**src/rtl/mvu_job_sched.sv**
```systemverilog
`default_nettype none
// ============================================================================
// Module   : mvu_job_sched
// Purpose  : In-order job FIFO with per-MVU busy tracking and start dispatch.
//            Optional per-MVU watchdog enabled by MVU_SCHED_TIMEOUT_EN.
// Revision : 1.0 - initial release
// ============================================================================
module mvu_job_sched #(
    parameter int NMVU           = 8,
    parameter int DEPTH          = 4,
    parameter int CFG_W          = 32,
    parameter int TIMEOUT_CYCLES = 1048575
) (
    input  logic                      clk,
    input  logic                      rst,
    input  logic                      sched_en,
    input  logic                      job_valid,
    output logic                      job_ready,
    input  logic [$clog2(NMVU)-1:0]   job_mvu,
    input  logic [CFG_W-1:0]          job_cfg,
    output logic [NMVU-1:0]           mvu_start,
    output logic [CFG_W-1:0]          mvu_cfg,
    input  logic [NMVU-1:0]           mvu_done,
    output logic [NMVU-1:0]           mvu_busy,
    output logic [$clog2(DEPTH):0]    fifo_count,
    output logic [15:0]               jobs_done,
    input  logic                      err_clr,
    output logic [NMVU-1:0]           err_spurious,
    output logic [NMVU-1:0]           err_timeout
);

    localparam int c_MW = $clog2(NMVU);
    localparam int c_AW = $clog2(DEPTH);
    localparam int c_CW = c_AW + 1;
    localparam logic [c_CW-1:0] c_FULL = c_CW'(DEPTH);

    logic [c_MW-1:0]  r_fifo_mvu [DEPTH];
    logic [CFG_W-1:0] r_fifo_cfg [DEPTH];
    logic [c_AW-1:0]  r_wptr, r_rptr;
    logic [c_CW-1:0]  r_count;
    logic [NMVU-1:0]  r_start, r_busy, r_spur;
    logic [CFG_W-1:0] r_cfg;
    logic [15:0]      r_jobs;

    logic             w_push, w_pop;
    logic [c_MW-1:0]  w_head_mvu;
    logic [NMVU-1:0]  w_head_bit, w_done_ok, w_spur_set, w_to, w_busy_nxt;
    logic [15:0]      w_ndone;

    // Reset forces not-ready so nothing is accepted while the FIFO is cleared.
    assign job_ready  = ~rst & (r_count != c_FULL);
    assign w_push     = job_valid & job_ready;
    assign w_head_mvu = r_fifo_mvu[r_rptr];
    assign w_pop      = (r_count != '0) & sched_en & ~r_busy[w_head_mvu];
    assign w_head_bit = w_pop ? (NMVU'(1) << w_head_mvu) : '0;
    assign w_done_ok  = mvu_done & r_busy;
    assign w_spur_set = mvu_done & ~r_busy;
    assign w_busy_nxt = (r_busy & ~mvu_done & ~w_to) | w_head_bit;

    always_comb begin
        w_ndone = '0;
        for (int i = 0; i < NMVU; i++) begin
            w_ndone = w_ndone + 16'(w_done_ok[i]);
        end
    end

    always_ff @(posedge clk) begin
        if (w_push) begin
            r_fifo_mvu[r_wptr] <= job_mvu;
            r_fifo_cfg[r_wptr] <= job_cfg;
        end
    end

    always_ff @(posedge clk) begin
        if (rst) begin
            r_wptr  <= '0;
            r_rptr  <= '0;
            r_count <= '0;
            r_start <= '0;
            r_busy  <= '0;
            r_spur  <= '0;
            r_cfg   <= '0;
            r_jobs  <= '0;
        end else begin
            if (w_push) r_wptr <= r_wptr + c_AW'(1);
            if (w_pop) begin
                r_rptr <= r_rptr + c_AW'(1);
                r_cfg  <= r_fifo_cfg[r_rptr];
            end
            r_count <= r_count + c_CW'(w_push) - c_CW'(w_pop);
            r_start <= w_head_bit;
            r_busy  <= w_busy_nxt;
            r_spur  <= (err_clr ? '0 : r_spur) | w_spur_set;
            r_jobs  <= r_jobs + w_ndone;
        end
    end

`ifdef MVU_SCHED_TIMEOUT_EN
    localparam int c_WW = $clog2(TIMEOUT_CYCLES + 1);
    logic [NMVU-1:0] r_tmo;

    genvar gi;
    for (gi = 0; gi < NMVU; gi++) begin : g_wdog
        logic [c_WW-1:0] r_wdog;
        always_ff @(posedge clk) begin
            if (rst)                r_wdog <= '0;
            else if (w_head_bit[gi]) r_wdog <= '0;
            else if (r_busy[gi])    r_wdog <= r_wdog + c_WW'(1);
        end
        // A done arriving on the expiry cycle still counts as a completion.
        assign w_to[gi] = r_busy[gi] & ~mvu_done[gi] & (r_wdog == c_WW'(TIMEOUT_CYCLES));
    end

    always_ff @(posedge clk) begin
        if (rst) r_tmo <= '0;
        else     r_tmo <= (err_clr ? '0 : r_tmo) | w_to;
    end
    assign err_timeout = r_tmo;
`else
    logic w_unused_tmo;
    assign w_unused_tmo = (TIMEOUT_CYCLES == 0);
    assign w_to         = '0;
    assign err_timeout  = '0;
`endif

    assign mvu_start    = r_start;
    assign mvu_cfg      = r_cfg;
    assign mvu_busy     = r_busy;
    assign fifo_count   = r_count;
    assign jobs_done    = r_jobs;
    assign err_spurious = r_spur;

endmodule
`default_nettype wire

```
**config.mk**
```make
export PLATFORM = sky130hd
export DESIGN_NAME = mvu_job_sched
export DESIGN_NICKNAME = d
export VERILOG_FILES = /design/src/rtl/mvu_job_sched.sv
export SDC_FILE = /design/constraint.sdc
export NUM_CORES = 1
export LEC_CHECK = 0
export BUFFER_PORTS_ARGS = -buffer_cell sky130_fd_sc_hd__buf_4
export CELL_PAD_IN_SITES_DETAIL_PLACEMENT = 1
export CELL_PAD_IN_SITES_GLOBAL_PLACEMENT = 2
export CORE_UTILIZATION = 36
export CTS_CLUSTER_DIAMETER = 50
export CTS_CLUSTER_SIZE = 24
export DETAILED_ROUTE_END_ITERATION = 8
export PLACE_DENSITY_LB_ADDON = 0.1
export SLEW_MARGIN = 15
export SYNTH_ARGS = -nofsm -noshare
export SYNTH_HDL_FRONTEND = slang
export SYNTH_SLANG_ARGS = --single-unit
```
**constraint.sdc**
```tcl
create_clock -name clk -period 4.2 [get_ports clk]
set_clock_uncertainty 0.05 [all_clocks]
set_input_delay 0.84 -clock clk [delete_from_list [all_inputs] [get_ports clk]]
set_output_delay 0.84 -clock clk [all_outputs]
set_load 0.01 [all_outputs]
```
# [Word-level counts from Yosys, hierarchy flattened]
# Memory sizes are Yosys's and may differ from the RTL's. A register that Yosys moved wholly into a read port is not among the register bits.
# Cells that the tools add are included.
[word_totals] reg_bits=47 inputBits=48 ramBits=140 memories=2 output_inout_bits=84 wordCells=46
[op_classes] n_eq_ne=1 reduce_logical=1 bitwise_logic=13 shifts=1 n_mux=8 n_lt_le_gt_ge=1 n_addsub=12
[mem_list] memory="r_fifo_cfg" depth=4 word_bits=32 read_ports=1 rd_clocked_by_memory_dff=1 write_ports=1 line_no="38" text="logic [CFG_W-1:0] r_fifo_cfg [DEPTH];"
[mem_list] memory="r_fifo_mvu" depth=4 word_bits=3 read_ports=1 rd_clocked_by_memory_dff=1 write_ports=1 line_no="37" text="logic [c_MW-1:0] r_fifo_mvu [DEPTH];"
[ops] cell="$and A8 B8 Y8" n=3
[ops] cell="$add A16 B8 Y16" n=1
[ops] cell="$mux W8" n=2
[ops] cell="$not A8 Y8" n=2
[ops] cell="$or A8 B8 Y8" n=2
[ops] cell="$add A7 B1 Y8" n=1
[ops] cell="$shl A1 B3 Y8 const A" n=1
[ops] cell="$add A6 B1 Y7" n=1
[ops] cell="$add A5 B1 Y6" n=1
[ops] cell="$add A4 B1 Y5" n=1
[ops] cell="$add A2 B1 Y2 const B" n=2
[ops] cell="$add A3 B1 Y4" n=1
[ops] cell="$and A1 B1 Y1" n=4
[ops] cell="$lt A3 B4 Y1 const B" n=1
[ops] cell="$mux W2" n=2
[ops] cell="$add A2 B1 Y3" n=1
[ops] cell="$add A3 B1 Y3" n=1
[ops] cell="$bmux W1 S3" n=1
[ops] cell="$mux W1" n=3
[ops] cell="$ne A3 B3 Y1 const B" n=1
[ops] cell="$reduce_bool A3 Y1" n=1
[ops] cell="$sub A3 B1 Y3" n=1
[ops] cell="$add A1 B1 Y2" n=1
[ops] cell="$not A1 Y1" n=2

# [Depth between registers and ports, before layout]
# Gate-level depths: netlist of run 1.
[logic_depth] depth_word=9 mapped_depth=13

# [Worst setup path before layout of run 1]
# OpenSTA, ideal clock, no wires.
[synth_timing] path_type="in2reg" startpoint="input mvu_done[0]" endpoint="register r_jobs[8], in the netlist jobs_done[8]" n_path_buf=0 arrival_ns=4.274 t_required_ns=4.022 path_slack_ns=-0.252 stages=13 cell_sequence="and2_1 > fa_1 > inv_1 > fa_1 > inv_1 > fa_1 > fa_1 > fa_1 > a21o_1 > a21oi_1 > nand3b_1 > xor2_1 > nor2_1"
[synth_between] elab_chain_len=9
[synth_rtl] element="start: declaration" line_no="23" text="input logic [NMVU-1:0] mvu_done,"
[synth_rtl] element="$and A8 B8 Y8" line_no="56" text="assign w_done_ok = mvu_done & r_busy;"
[synth_rtl] element="$add A1 B1 Y2" line_no="63" text="w_ndone = w_ndone + 16'(w_done_ok[i]);"
[synth_rtl] element="$add A2 B1 Y3" line_no="63"
[synth_rtl] element="$add A3 B1 Y4" line_no="63"
[synth_rtl] element="$add A4 B1 Y5" line_no="63"
[synth_rtl] element="$add A5 B1 Y6" line_no="63"
[synth_rtl] element="$add A6 B1 Y7" line_no="63"
[synth_rtl] element="$add A7 B1 Y8" line_no="63"
[synth_rtl] element="$add A16 B8 Y16" line_no="94" text="r_jobs <= r_jobs + w_ndone;"
[synth_rtl] element="end signal: assignment" line_no="94"
[synth_rtl] element="end: declaration" line_no="43" text="logic [15:0] r_jobs;"
# No other way between the ends.
# A chain may end at the register's enable or synchronous reset.

# [Worst setup path in the final report of run 1]
[layout_timing] startpoint="input mvu_done[0]" endpoint="register r_jobs[6], in the netlist jobs_done[6]"
# Same word-level chain as after synthesis.

==> results of run 1 <==
## registers in the layout, summed over array words and instances, names as in the netlist, named ones only
name / count
jobs_done: 16
mvu_cfg: 32
fifo_count: 3
r_fifo_cfg: 128
r_wptr: 2
err_spurious: 8
mvu_start: 8
r_fifo_mvu: 12
mvu_busy: 8
r_rptr: 2
## power by group
part / total [W] / internal (W) / switching, W
sequential: 0.00267 / 0.00250 / 0.000168
combinational: 0.000986 / 0.000493 / 0.000493
clock: 0.00228 / 0.00135 / 0.000937
## cells by family after synthesis
| logic type | after synthesis | synth area share |
|---|---|---|
| DFF | 221 | 0.6793 |
| xor gates and xnor gates | 11 | 0.01124 |
| AOI/OAI and AO/OA | 103 | 0.06843 |
| adders and majority gates | 18 | 0.03151 |
| muxes | 42 | 0.1021 |
| buffers and inverters | 49 | 0.02641 |
| other | 1 | 0.0004373 |
| and+or+nand+nor | 131 | 0.08054 |
## through the flow
stage | hold WS, ns | power, W | utilization | cells
floorplan | 0.4390 | 0.003282 | - | 583
global placement | 0.4098 | 0.003691 | 0.4226 | 1003
detailed placement | 0.4196 | 0.003720 | 0.4226 | 1003
CTS | 0.4319 | 0.006030 | 0.4607 | 1051
global route | 0.4464 | 0.006208 | 0.4607 | 1051
finish | 0.4231 | 0.005933 | 0.4607 | 1051
## placed cells by master (no fill, tap or decap), types with 3 or more instances in the layout
cell type and n:
nor3_1 7, and3_2 4, clkbuf_16 27, a21o_1 11, nand2_1 9, xnor2_1 8, mux2_2 3, mux4_2 34
dfxtp_1 79, inv_1 11, inv_6 4, buf_4 139, clkinvlp_4 3, edfxtp_1 140, clkinv_2 4, a21oi_1 46
nor4_1 4, o21ai_1 7, ha_1 12, o31ai_1 4, nor2_1 27, and2_1 8, conb_1 8, nand2b_1 19
xor2_1 3, o21ai_0 27, nor4b_1 3, or3_1 3, nand3_1 34, nor2b_1 6, fa_1 4
## how the worst max path moves through the flow
stage                start            to  cells after the start
4_1_cts        mvu_done[0]  jobs_done[6]                     14
3_3_place_gp   mvu_done[0]  jobs_done[8]                     14
2_1_floorplan  mvu_done[0]  jobs_done[8]                     13
6_report       mvu_done[0]  jobs_done[6]                     14
3_5_place_dp   mvu_done[0]  jobs_done[6]                     14
5_1_grt        mvu_done[0]  jobs_done[6]                     14
## layer usage
| layer | wire length [um] | share of wire |
|---|---|---|
| met3 | 974 | 0.047 |
| met4 | 270 | 0.013 |
| met2 | 10490 | 0.51 |
| met5 | 0 | 0 |
| met1 | 8860 | 0.43 |
## layout make-up
type / count / area (sq um) / area share
flip-flops and latches: 221 / 5828 / 0.5406
multi-input cells: 313 / 2579 / 0.2392
repair buffers: 139 / 1044 / 0.09679
clock buffers: 30 / 696.9 / 0.06464
well taps: 319 / 399.1 / 0.03702
clock inverters: 18 / 193.9 / 0.01799
inverters: 11 / 41.29 / 0.003830
## worst min-delay path, stage by stage (launching register included)
cell,delay [ns]
dfxtp_1,0.31
nand2b_1,0.06
a21oi_1,0.05
==> results.toml, run 1 <==
[synth]
synth_area_leaders = "edfxtp_1 (49%), dfxtp_1 (19%), mux4_2 (8.9%), a21oi_1 (2.8%), nand3_1 (2.0%)"
synth.distinct_cells = 43
synthTopCellsByCount = "edfxtp_1 (140), dfxtp_1 (81), a21oi_1 (48)"
synth_warnings = 0
synth_edf_count = 140
synth_most_common_cell = "edfxtp_1"
synthCells = 576
syn_avg_cell_area_sq_um = 14.89
ys_seq_elements = 221
synthArstFlopShare = 0
yosys.area.top_type = "edfxtp_1"
ys_seq_area_frac = 0.6793
syn_area_sq_um = 8576
synth_ff_type = "edfxtp_1"
synth_top_area_share = 0.4902

[placed_design]
io_buffer_count = 123
place_ws_ns = -0.2912
hpwl_um = 12660
place.gp.congestion = 0.7129
placed_cell_area_sq_um = 9891

[power]
powerDensity_nw_per_um2 = 550.3
ir_worst_vdd_v = 0.0003755
power.leakage_nw = 4.010

[timing]
setup_violations = 0
setup_tns_ns = 0
period_share = 0.9375
tightestPinTransition_ns = 1.069
report.final.slew_viol_count = 0
fin_crit_ns = 3.937
final_hold_viol_count = 0
relSlewSlack = 0.2875
worst_slack_ns = 0.2627
fmax_mhz = 254.0
grt_setup_unrepaired = "false"

[setup_path]
cp_max_fo = 6
path_buf_inv = 3
path_class = "in2reg"
reg2reg_slack_ns = 0.40
critPathMostFrequentCell = "fa_1"
r2r-end = "jobs_done[6]"
cp-end-kind = "flip-flop"
worstReg2RegStart = "mvu_busy[2]"
cp_top_family = "adder cells"
required_ns = 4.51
cp_cell_sequence = "buf_4 -> and2_1 -> fa_1 -> inv_1 -> fa_1 -> inv_1 -> fa_1 -> fa_2 -> fa_2 -> a21o_1 -> a21oi_2 -> nand3b_1 -> xor2_1 -> nor2_1"
arrival_ns = 4.25
critical_path.max_stage_delay_ns = 0.53
slowest_stage = "fa_1"
startpoint_type = "input pin"
r2r_cells = 13

[floorplan]
die_w_um = 156.3
rows = 56
die_area_sq_um = 24440
dieHeight_um = 156.3
core_sq_um = 23400
ios = 132
start_util = 0.3664

[global_routing]
grt_pass1_wl_um = 31850
grt_max_degree = 79
use_met3 = 0.03240
busiest_layer = "met2"
antenna_found_initial = 0
grtUsageMet1 = 0.2162
grt_use_met2 = 0.3059
groute.usage.overall = 0.1721
grt_pass1_vias = 5623
grt.overflow.total = 0

[routing]
routed_wl_um = 20600
ant_nets = 0
routed_via_density = 4.985
wl_per_cell_um = 19.60
drt-initial-drc-count = 235
vias = 5239
drc = 0
dr.pass1.iters = 4

[finish]
drive_gt1_frac = 0.3251
area_delta_synth_final_pct = 25.72
fill_cells = 2409
final_nets = 778
stdcell_area_sq_um = 10780
n_antenna_cell = 0

[cts]
insertion_delay_ns = 0.52
clk_pin_slew_ns = 0.07
ctsResizeCount = 0
cts_setup_buffers = 0
postCtsHoldBufs = 0
cts_tree = "done"
root_buffer = "clkbuf_16"
clk_path_buf_depth = 3
htree_levels = 1
cts_sinks = 221
cts_made_buffers = 26

[job]
drv_cap = 0

[hold_path]
holdPathEnd = "err_spurious[0]"
holdPathStages = 2
hp-start = "err_spurious[0]"
hold_class = "reg2reg"

[run_status]
status = "finished, final reports clean"
No activity file was read; power rests on OpenSTA's default activity.
==> run 2, diff against run 1 <==
- CAP_MARGIN: not set -> 20
- CORE_MARGIN: not set -> 3
==> run 2 against run 1 <==
Compared with the run above:
- clock power rose by 6%
- total power rose by 3.0%
- combinational power rose by 6%
- critical path type unchanged
==> results.toml, run 2 (same netlist as run 1, synthesis figures left out) <==
[setup_path]
critPathMostFrequentCell = "fa_1"
arrival_ns = 4.26
reg2reg_slack_ns = 0.41
path_class = "in2reg"
crit_start = "mvu_done[0]"
cp-end-kind = "flip-flop"
worstReg2RegStart = "mvu_busy[0]"
path_buf_inv = 3
r2r_cells = 13
startpoint_type = "input pin"
required_ns = 4.52
critical_path.max_stage_delay_ns = 0.53
cp_top_family = "adder cells"
slowest_stage = "fa_1"
cp_cell_sequence = "buf_4 -> and2_1 -> fa_1 -> inv_1 -> fa_1 -> inv_1 -> fa_1 -> fa_2 -> fa_2 -> a21o_1 -> a21oi_2 -> nand3b_1 -> xor2_1 -> nor2_1"
worst-path-stages = 14
cp_max_fo = 6
endpoint = "jobs_done[6]"
r2r-end = "jobs_done[6]"

[power]
power.leakage_nw = 4.065
powerDensity_nw_per_um2 = 560.4
ir_worst_vdd_v = 0.0003507

[placed_design]
place_ws_ns = -0.2990
io_buffer_count = 123
placed_cell_area_sq_um = 9916
place.gp.congestion = 0.7108
hpwl_um = 12880

[routing]
dr.pass1.iters = 4
drt-met1-wl_um = 9004
wl_per_cell_um = 19.76
drt-initial-drc-count = 217
drc = 0
vias = 5266
ant_nets = 0
route.met2.wl_um = 10440
wl_met3_um = 879
highest_layer = "met4"
routed_via_density = 5.015
routed_wl_um = 20750

[floorplan]
dieHeight_um = 160.3
die_w_um = 160.3
die_area_sq_um = 25710
core_sq_um = 23050
ios = 132
start_util = 0.3720
rows = 55

[finish]
n_antenna_cell = 0
drive_gt1_frac = 0.3297
largest_reg_flops = 128
largest_register = "r_fifo_cfg"
final_nets = 781
area_delta_synth_final_pct = 27.14
stdcell_area_sq_um = 10900
final_common_cell = "edfxtp_1"
mostFrequentLayoutCells = "edfxtp_1 (140), buf_4 (137), dfxtp_1 (79)"

[timing]
period_share = 0.9372
worst_slack_ns = 0.2636
grt_setup_unrepaired = "false"
tightestPinTransition_ns = 0.9931
final_hold_viol_count = 0
setup_violations = 0
report.final.slew_viol_count = 0
fmax_mhz = 254.0
fin_crit_ns = 3.936
relSlewSlack = 0.3380

[cts]
postCtsHoldBufs = 0
cts_made_buffers = 28
clk_pin_slew_ns = 0.06
cts_tree = "done"
clk_path_buf_depth = 3
root_buffer = "clkbuf_16"
cts_sinks = 221
ctsResizeCount = 0
htree_levels = 1
insertion_delay_ns = 0.52
cts_setup_buffers = 0

[job]
drv_cap = 0

[global_routing]
grt_max_degree = 79
grt.overflow.total = 0
groute.usage.overall = 0.1610
grt_pass1_vias = 5831
grt_pass1_wl_um = 32950
antenna_found_initial = 0

[hold_path]
hold_class = "reg2reg"

[run_status]
status = "finished, final reports clean"
run 2: cell count changes in the layout (fill, tap and decap cells not counted), moves of 2 or more:
| cell | change |
|---|---|
| inv_6 | +6 |
| clkinv_2 | -4 |
| buf_12 | +3 |
| clkinv_4 | +3 |
| buf_4 | -2 |
| clkbuf_1 | -2 |
| clkbuf_16 | +2 |
| clkinv_1 | +2 |
| inv_8 | -2 |
run 2: area by class of cell:
| type | count | area [sq um] |
|---|---|---|
| fillers | 2314 | 12150 |
| flip-flops and latches | 221 | 5828 |
| multi-input cells | 313 | 2586 |
| repair buffers | 140 | 1089 |
| clock buffers | 31 | 753.2 |
| well taps | 313 | 391.6 |
| clock inverters | 21 | 214.0 |
| inverters | 11 | 41.29 |
run 2: worst min-delay path by stage:
stage / slack [ns] / cells after the start / end / start
floorplan: 0.44 / 2 / err_spurious[0] / err_spurious[0]
finish: 0.42 / 2 / err_spurious[3] / err_spurious[3]
global route: 0.44 / 1 / r_fifo_cfg[1][23] / job_cfg[23]
detailed placement: 0.41 / 2 / err_spurious[2] / err_spurious[2]
global placement: 0.41 / 2 / err_spurious[0] / err_spurious[0]
CTS: 0.42 / 2 / err_spurious[3] / err_spurious[3]
run 2: stage by stage:
| step | setup TNS [ns] | utilization | hold WS (ns) | power, W | std cells |
|---|---|---|---|---|---|
| floorplan | 0 | - | 0.4390 | 0.003282 | 583 |
| global placement | -1.275 | 0.4301 | 0.4069 | 0.003709 | 997 |
| detailed placement | -1.881 | 0.4301 | 0.4106 | 0.003742 | 997 |
| CTS | 0 | 0.4721 | 0.4207 | 0.006192 | 1049 |
| global route | 0 | 0.4729 | 0.4374 | 0.006411 | 1050 |
| finish | 0 | 0.4729 | 0.4151 | 0.006110 | 1050 |
run 2: metal layers:
metal  vias to the layer above  track usage
li1                       2444            -
met4                         0      0.03629
met1                      2681       0.2030
met3                        34      0.03405
met2                       107       0.2858
met5                         -            0
run 2: worst min-delay path, cell delays in order, from the launching register on:
cell	delay, ns
dfxtp_1	0.30
nand2b_1	0.06
a21oi_1	0.05
run 2: where the power goes:
group	leakage (nW)	total (W)	switching, W	internal (W)
sequential	1.93	0.00263	0.000134	0.00250
combinational	1.66	0.00105	0.000539	0.000516
clock	0.469	0.00242	0.000974	0.00145
total	4.07	0.00611	0.00165	0.00446
==> run 3, diff against run 2 <==
- PLACE_DENSITY: not set -> 0.73
- PLACE_DENSITY_LB_ADDON: 0.1 -> not set
==> run 3 against run 2 <==
Compared with the run above:
- critical path depth stayed put
- via count is 1.2% lower
- register-to-register slack hardly changed
- hold slack better by 0.0065 ns
- count of clock-buffer cells in the layout is 6 lower
==> results.toml, run 3 (same netlist as run 1, synthesis figures left out) <==
[cts]
postCtsHoldBufs = 0
cts_setup_buffers = 0
ctsResizeCount = 0
cts_sinks = 221
root_buffer = "clkbuf_16"
clk_pin_slew_ns = 0.07
cts_made_buffers = 25
clk_path_buf_depth = 3
cts_tree = "done"
insertion_delay_ns = 0.51
htree_levels = 1

[placed_design]
io_buffer_count = 123
place_ws_ns = -0.2625
place.gp.congestion = 0.7309
hpwl_um = 12960

[routing]
routed_via_density = 5.000
ant_nets = 0
wl_per_cell_um = 19.57
dr.pass1.iters = 4
drt-initial-drc-count = 289
routed_wl_um = 20380
vias = 5205
drc = 0

[global_routing]
grt_max_degree = 79
grtUsageMet1 = 0.1988
use_met3 = 0.03302
antenna_found_initial = 0
groute.usage.overall = 0.1566
busiest_layer = "met2"
grt_use_met2 = 0.2757
grt_pass1_wl_um = 32170
grt.overflow.total = 0
grt_pass1_vias = 5780

[floorplan]
start_util = 0.3720
dieHeight_um = 160.3
die_area_sq_um = 25710
die_w_um = 160.3
ios = 132
rows = 55
core_sq_um = 23050

[setup_path]
r2r_cells = 13
critical_path.max_stage_delay_ns = 0.53
required_ns = 4.52
slowest_stage = "fa_1"
critPathMostFrequentCell = "fa_1"
arrival_ns = 4.27
cp-end-kind = "flip-flop"
cp_cell_sequence = "buf_4 -> and2_1 -> fa_1 -> inv_1 -> fa_1 -> inv_1 -> fa_1 -> fa_2 -> fa_2 -> a21o_1 -> a21oi_2 -> nand3b_1 -> xor2_1 -> nor2_1"
cp_max_fo = 6
startpoint_type = "input pin"
path_class = "in2reg"

[timing]
report.final.slew_viol_count = 0
fmax_mhz = 253.5
fin_crit_ns = 3.944
relSlewSlack = 0.3265
final_hold_viol_count = 0
worst_slack_ns = 0.2556
period_share = 0.9391
setup_violations = 0
holdWs_ns = 0.4217
tightestPinTransition_ns = 1.010
grt_setup_unrepaired = "false"

[finish]
largest_reg_flops = 128
largest_register = "r_fifo_cfg"
fill_cells = 2300
final_nets = 776
n_antenna_cell = 0
drive_gt1_frac = 0.3242
area_delta_synth_final_pct = 25.29
final_common_cell = "edfxtp_1"
mostFrequentLayoutCells = "edfxtp_1 (140), buf_4 (137), dfxtp_1 (79)"

[hold_path]
holdPathStages = 2
hold_class = "reg2reg"

[power]
power.leakage_nw = 3.982
powerDensity_nw_per_um2 = 545.1
ir_worst_vdd_v = 0.0003249

[run_status]
status = "finished, final reports clean"

[job]
drv_cap = 0
[run 3: cell count changes in the layout (fill, tap and decap cells not counted), sizes merged]
cell      change
buf           -2
bufinv        -1
clkbuf        -6
clkinvlp      +1
inv           -1
[run 3: where the power goes]
part | switching, W | leakage [nW] | internal, W
logic | 0.000523 | 1.64 | 0.000506
registers | 0.000137 | 1.93 | 0.00250
clock network | 0.000980 | 0.407 | 0.00121
total | 0.00164 | 3.98 | 0.00422
[run 3: layer usage]
metal	up-vias	share of wire	routed length [um]
met5	-	0	0
met4	0	0.012	243
met3	21	0.056	1134
met2	137	0.50	10260
met1	2625	0.43	8737
li1	2422	-	-
[run 3: critical path, delay by kind of cell]
kind / cells / cell delay [ns]
adders and majority gates: 5 / 2.21
AOI/OAI and AO/OA: 2 / 0.45
and+or+nand+nor: 3 / 0.39
buffers and inverters: 3 / 0.22
xor gates and xnor gates: 1 / 0.16
[run 3: final timing paths]
| check | start | slack [ns] | endpoint |
|---|---|---|---|
| worst min register to register | err_spurious[0] | 0.42 | err_spurious[0] |
| worst max-delay path | mvu_done[0] | 0.26 | jobs_done[6] |
| worst max register to register | mvu_busy[0] | 0.41 | jobs_done[6] |
| worst min-delay path | err_spurious[0] | 0.42 | err_spurious[0] |
[run 3: metrics by stage]
stage / std cells / setup TNS, ns / total power (W) / area [sq um] / utilization
after floorplan: 583 / 0 / 0.003282 / 8615 / -
after global placement: 995 / -1.017 / 0.003688 / 9876 / 0.4284
after CTS: 1040 / 0 / 0.005933 / 10720 / 0.4652
after global routing: 1041 / 0 / 0.006142 / 10740 / 0.4661
final: 1041 / 0 / 0.005857 / 10740 / 0.4661
after detailed placement: 995 / -1.505 / 0.003722 / 9876 / 0.4284
[run 3: layout make-up]
| class | instances | area (sq um) | area share |
|---|---|---|---|
| multi-input cells | 313 | 2586 | 0.2407 |
| flip-flops and latches | 221 | 5828 | 0.5424 |
| well taps | 313 | 391.6 | 0.03645 |
| clock inverters | 20 | 222.7 | 0.02073 |
| clock buffers | 25 | 625.6 | 0.05823 |
| inverters | 11 | 41.29 | 0.003843 |
| repair buffers | 138 | 1049 | 0.09759 |
